$ cat config.mk
export PLATFORM = sky130hd
export DESIGN_NAME = stopwatch_mode_ctrl
export DESIGN_NICKNAME = d
export VERILOG_FILES = /design/src/rtl/stopwatch_pkg.sv /design/src/rtl/btn_debounce.sv /design/src/rtl/stopwatch_mode_ctrl.sv
export SDC_FILE = /design/constraint.sdc
export NUM_CORES = 1
export LEC_CHECK = 0
export ABC_CLOCK_PERIOD_IN_PS = 2000
export CELL_PAD_IN_SITES_DETAIL_PLACEMENT = 0
export CELL_PAD_IN_SITES_GLOBAL_PLACEMENT = 1
export CORE_MARGIN = 3
export CORE_UTILIZATION = 49
export DETAILED_ROUTE_END_ITERATION = 8
export PLACE_DENSITY = 0.87
export SYNTH_ARGS = -nofsm -noshare
export SYNTH_HDL_FRONTEND = slang
export SYNTH_HIERARCHICAL = 1
export SYNTH_SLANG_ARGS = --single-unit
$ cat constraint.sdc
create_clock -name clk -period 2 [get_ports clk]
set_input_delay 0.4 -clock clk [delete_from_list [all_inputs] [get_ports clk]]
set_output_delay 0.4 -clock clk [all_outputs]
set_load 0.01 [all_outputs]
$ cat src/rtl/stopwatch_pkg.sv
// Shared types and defaults for the stopwatch mode controller.
package stopwatch_pkg;

  // Controller state; all four codes are legal and used.
  typedef enum logic [1:0] {
    STOP  = 2'd0,
    RUN   = 2'd1,
    CLEAR = 2'd2,
    LAP   = 2'd3
  } state_e;

  // One resolved button event per cycle after priority arbitration.
  typedef enum logic [1:0] {
    EV_NONE    = 2'd0,
    EV_RUNSTOP = 2'd1,
    EV_CLEAR   = 2'd2,
    EV_LAP     = 2'd3
  } event_e;

  // 10 ms of stable input at 100 MHz.
  localparam int DB_CYCLES_DEFAULT = 1_000_000;
  localparam int CNT_W_DEFAULT     = 20;

  // Priority runstop > clear > lap; losers in the same cycle are dropped.
  function automatic event_e pick_event(input logic rs, input logic clr, input logic lap);
    if (rs)       return EV_RUNSTOP;
    else if (clr) return EV_CLEAR;
    else if (lap) return EV_LAP;
    else          return EV_NONE;
  endfunction

endpackage

$ cat src/rtl/btn_debounce.sv
// Synchronizer, debounce counter and registered rising-edge pulse for one raw input.
module btn_debounce
  import stopwatch_pkg::*;
#(
  parameter int DB_CYCLES = DB_CYCLES_DEFAULT,
  parameter int CNT_W     = CNT_W_DEFAULT
) (
  input  logic clk,
  input  logic rst,
  input  logic i_raw,
  output logic o_level,
  output logic o_rise
);

  logic             sync1_q, sync2_q;
  logic             level_q, level_d;
  logic [CNT_W-1:0] cnt_q, cnt_d;
  logic             prev_q;
  logic             rise_q, rise_d;

  // Two-flop synchronizer for the asynchronous board input.
  // NOTE: sequential blocks use <= so every flop samples pre-edge values; = here would collapse the chain into one flop.
  always_ff @(posedge clk or negedge rst) begin
    if (!rst) begin
      sync1_q <= 1'b0;
      sync2_q <= 1'b0;
    end else begin
      sync1_q <= i_raw;
      sync2_q <= sync1_q;
    end
  end

  // Count consecutive samples that disagree with the accepted level; flip after DB_CYCLES of them.
  always_comb begin
    // NOTE: defaults first so every path assigns every output; a missed branch would otherwise infer a latch.
    cnt_d   = cnt_q;
    level_d = level_q;
    if (sync2_q == level_q) begin
      cnt_d = '0;
    end else if (cnt_q == CNT_W'(DB_CYCLES - 1)) begin
      level_d = ~level_q;
      cnt_d   = '0;
    end else begin
      cnt_d = cnt_q + CNT_W'(1);
    end
    rise_d = level_q & ~prev_q;
  end

  // Debounced level, edge history and registered press pulse.
  always_ff @(posedge clk or negedge rst) begin
    if (!rst) begin
      level_q <= 1'b0;
      cnt_q   <= '0;
      prev_q  <= 1'b0;
      rise_q  <= 1'b0;
    end else begin
      level_q <= level_d;
      cnt_q   <= cnt_d;
      prev_q  <= level_q;
      rise_q  <= rise_d;
    end
  end

  assign o_level = level_q;
  assign o_rise  = rise_q;

endmodule

$ cat src/rtl/stopwatch_mode_ctrl.sv
// STOP/RUN/CLEAR/LAP controller driving the stopwatch datapath and display freeze.
module stopwatch_mode_ctrl
  import stopwatch_pkg::*;
#(
  parameter int DB_CYCLES = DB_CYCLES_DEFAULT,
  parameter int CNT_W     = CNT_W_DEFAULT
) (
  input  logic       clk,
  input  logic       rst,
  input  logic       sw0,
  input  logic       i_btn_runstop,
  input  logic       i_btn_clear,
  input  logic       i_btn_lap,
  output logic       o_runstop,
  output logic       o_clear,
  output logic       o_lap_hold,
  output logic       o_option,
  output logic [1:0] o_state
);

  logic   rs_rise, clr_rise, lap_rise;
  logic   rs_level_unused, clr_level_unused, lap_level_unused;
  logic   sw_level, sw_rise_unused;
  event_e evt_q, evt_d;
  state_e state_q, state_d;
  logic   runstop_q, runstop_d;
  logic   clear_q, clear_d;
  logic   hold_q, hold_d;
  logic   option_q, option_d;

  btn_debounce #(.DB_CYCLES(DB_CYCLES), .CNT_W(CNT_W)) u_db_runstop (
    .clk(clk), .rst(rst), .i_raw(i_btn_runstop), .o_level(rs_level_unused), .o_rise(rs_rise)
  );
  btn_debounce #(.DB_CYCLES(DB_CYCLES), .CNT_W(CNT_W)) u_db_clear (
    .clk(clk), .rst(rst), .i_raw(i_btn_clear), .o_level(clr_level_unused), .o_rise(clr_rise)
  );
  btn_debounce #(.DB_CYCLES(DB_CYCLES), .CNT_W(CNT_W)) u_db_lap (
    .clk(clk), .rst(rst), .i_raw(i_btn_lap), .o_level(lap_level_unused), .o_rise(lap_rise)
  );
  btn_debounce #(.DB_CYCLES(DB_CYCLES), .CNT_W(CNT_W)) u_db_sw0 (
    .clk(clk), .rst(rst), .i_raw(sw0), .o_level(sw_level), .o_rise(sw_rise_unused)
  );

  // Arbitrate simultaneous presses into one event; the FSM consumes the registered copy.
  always_comb begin
    evt_d = pick_event(rs_rise, clr_rise, lap_rise);
  end

  // Next state plus Moore outputs decoded from it, so registered outputs line up with o_state.
  always_comb begin
    state_d = state_q;
    case (state_q)
      STOP: begin
        if (evt_q == EV_RUNSTOP)    state_d = RUN;
        else if (evt_q == EV_CLEAR) state_d = CLEAR;
      end
      RUN: begin
        if (evt_q == EV_RUNSTOP)  state_d = STOP;
        else if (evt_q == EV_LAP) state_d = LAP;
      end
      LAP: begin
        if (evt_q == EV_RUNSTOP)  state_d = STOP;
        else if (evt_q == EV_LAP) state_d = RUN;
      end
      CLEAR:   state_d = STOP;
      default: state_d = STOP;
    endcase

    runstop_d = (state_d == RUN) || (state_d == LAP);
    clear_d   = (state_d == CLEAR);
    hold_d    = (state_d == LAP);
    // The display option only follows the switch while the watch is not counting.
    option_d  = ((state_d == STOP) || (state_d == CLEAR)) ? sw_level : option_q;
  end

  // State, event and output registers.
  always_ff @(posedge clk or negedge rst) begin
    if (!rst) begin
      state_q   <= STOP;
      evt_q     <= EV_NONE;
      runstop_q <= 1'b0;
      clear_q   <= 1'b0;
      hold_q    <= 1'b0;
      option_q  <= 1'b0;
    end else begin
      state_q   <= state_d;
      evt_q     <= evt_d;
      runstop_q <= runstop_d;
      clear_q   <= clear_d;
      hold_q    <= hold_d;
      option_q  <= option_d;
    end
  end

  assign o_runstop  = runstop_q;
  assign o_clear    = clear_q;
  assign o_lap_hold = hold_q;
  assign o_option   = option_q;
  assign o_state    = state_q;

endmodule

==> impl_metrics.ini <==
[yosys]
mappedNetlistArea_sq_um = 4940
synth_warnings = 6
syn_nets = 478
syn_area_per_cell_sq_um = 10.6
synthCells = 468

[sta]
finalClockSkew_ns = 0.0104
slew_violations = 0
fin_crit_sh_pct = 96.9
worst_slew_pin_slew_ns = 0.608
clock.fmax_mhz = 516
setup_viol = 0
period_minus_slack_ns = 1.94
hold_violations = 0
whs_ns = 0.0529
relSlewSlack_pct = 59.1

[power]
swShare_pct = 22.2
p_comb_share_pct = 3.5
clkPwrFrac_pct = 36.9
p_leak_nw = 2.29
ir_drop_uv = 444
p_seq_share_pct = 59.6
p_int_mw = 2.84
power.density_nw_per_um2 = 661
power_mw = 3.65
power.switching_mw = 0.810

[drt]
drcViolationCount = 0
dr.first_iter.drc_count = 157
avgRoutedWirePerCell_microns = 13.1
drt_pass1_iterations = 4
via_count = 3346
postRouteWirelength_microns = 8310
vias_per_cell = 5.27
postRouteAntennaNets = 0

[critical_path]
crit_buf_inv = 1
start_kind = flop
crit_path_end_kind = output pin
arrival_ns = 1.54
crit_type = flop to output pin
max_stage_delay_ns = 0.61
cpMaxStageDelayCell = clkdlybuf4s50_1
crit_family = buffers and inverters
cp_max_fo = 8
path_cells = clkdlybuf4s50_1
required_ns = 1.60

[cells_and_area]
seq_area_sq_um = 2630
final_core_util_pct = 56.5
diodes = 0
multi_input_area_sq_um = 2240
mostFrequentLayoutCells = dfrtp_1, nor2_1, xnor2_1
drive_above_1_share_pct = 9.76
n_fill_cell = 853
finalNetCount = 507
final_common_cell = dfrtp_1
area_delta_synth_final_pct = 11.7
layoutNonFillerInstCount = 635
stdcell_area_sq_um = 5520

[floorplanning]
rows = 36
die_w_microns = 106
die_h_microns = 106
floorplan.initialDensity_pct = 50.6
die-area_sq_um = 11300
coreArea_sq_um = 9770
io_pins = 12

[placed_design]
gp_congestion = 0.804
dpl-instance-area_sq_um = 5300
dp.cells = 619
port_buffers = 11
place_hpwl_microns = 5450

[grt]
grt_max_degree = 106
busiest_layer = met2
first_global_vias = 3110
antenna_found_initial = 0
grt_pass1_wl_microns = 14500
grt_usage_pct = 15.8
grt_use_met3_pct = 4.07
grtUsageMet1_pct = 22.2
grtUsageMet2_pct = 23.7
globalRoute.totalOverflow = 0

[clock_network]
cts-htree-levels = 3
clock_latency_ns = 0.37
root_buffer = clkbuf_8
clkTransAtPathRegs_ns = 0.10
clockBufferDepth = 2
cts.sinks = 105
cts_tree = built
numCtsBuffers = 9
post_cts_buffers = 0

[min_path]
hold_path_class = primary input to asynchronous set/reset pin

[run_status]
outcome = complete, no violations

[run]
max_cap_viol_count = 0
[routing by layer]
layer  part of all wire [%]  wire (microns)
met1                     50            4160
met2                     45            3770
met3                    3.0             249
met4                    1.5             123
met5                      0               0
[power groups by stage]
| stage | Combinational (mW) | Clock [mW] | Sequential [mW] |
|---|---|---|---|
| floorplan | 0.0562 | 0 | 2.21 |
| global placement | 0.131 | 0 | 2.22 |
| detailed placement | 0.131 | 0 | 2.22 |
| CTS | 0.132 | 1.42 | 2.18 |
| global route | 0.148 | 1.48 | 2.18 |
| finish | 0.127 | 1.35 | 2.18 |
[cell type report]
type / count / share of cell area, %
Timing Repair Buffer: 24 / 3.94
Sequential cell: 105 / 47.6
Tap cell: 133 / 3.02
Multi-Input combinational cell: 340 / 40.5
Clock inverter: 4 / 0.929
Inverter: 17 / 1.16
Clock buffer: 12 / 2.81
[worst paths after layout]
path	from	to	slack, ns	cells past startpoint
max	o_runstop$_DFF_PN0_	o_state[0]	0.06	1
max reg2reg	u_db_lap/cnt_q[8]$_DFF_PN0_	u_db_lap/cnt_q[17]$_DFF_PN0_	0.16	4
min reg2reg	u_db_sw0/sync1_q$_DFF_PN0_	u_db_sw0/sync2_q$_DFF_PN0_	0.35	0
min in group clk	u_db_sw0/sync1_q$_DFF_PN0_	u_db_sw0/sync2_q$_DFF_PN0_	0.35	0
max in group asynchronous	rst	u_db_runstop/cnt_q[16]$_DFF_PN0_	1.48	2
min	rst	u_db_lap/sync1_q$_DFF_PN0_	0.05	2
[sequential cells by signal (all words and copies together), names as in the netlist, 2 cells and up]
| register | flops |
|---|---|
| evt_q | 2 |
| u_db_clear/cnt_q | 20 |
| u_db_lap/cnt_q | 20 |
| u_db_runstop/cnt_q | 20 |
| u_db_sw0/cnt_q | 20 |
[per-stage QoR]
stage	setup WS, ns	TNS, ns
after detailed placement	0.127	0
after global routing	-0.0362	-0.0362
after floorplan	0.381	0
after CTS	0.0396	0
final	0.0620	0
after global placement	0.212	0
[repair_timing]
action | 4_1_cts | 5_1_grt
gates resized for setup | 0 | 2
hold buffers | 0 | 0
endpoints found under the setup margin | 0 | 2
(Power assumes the default switching activity.)
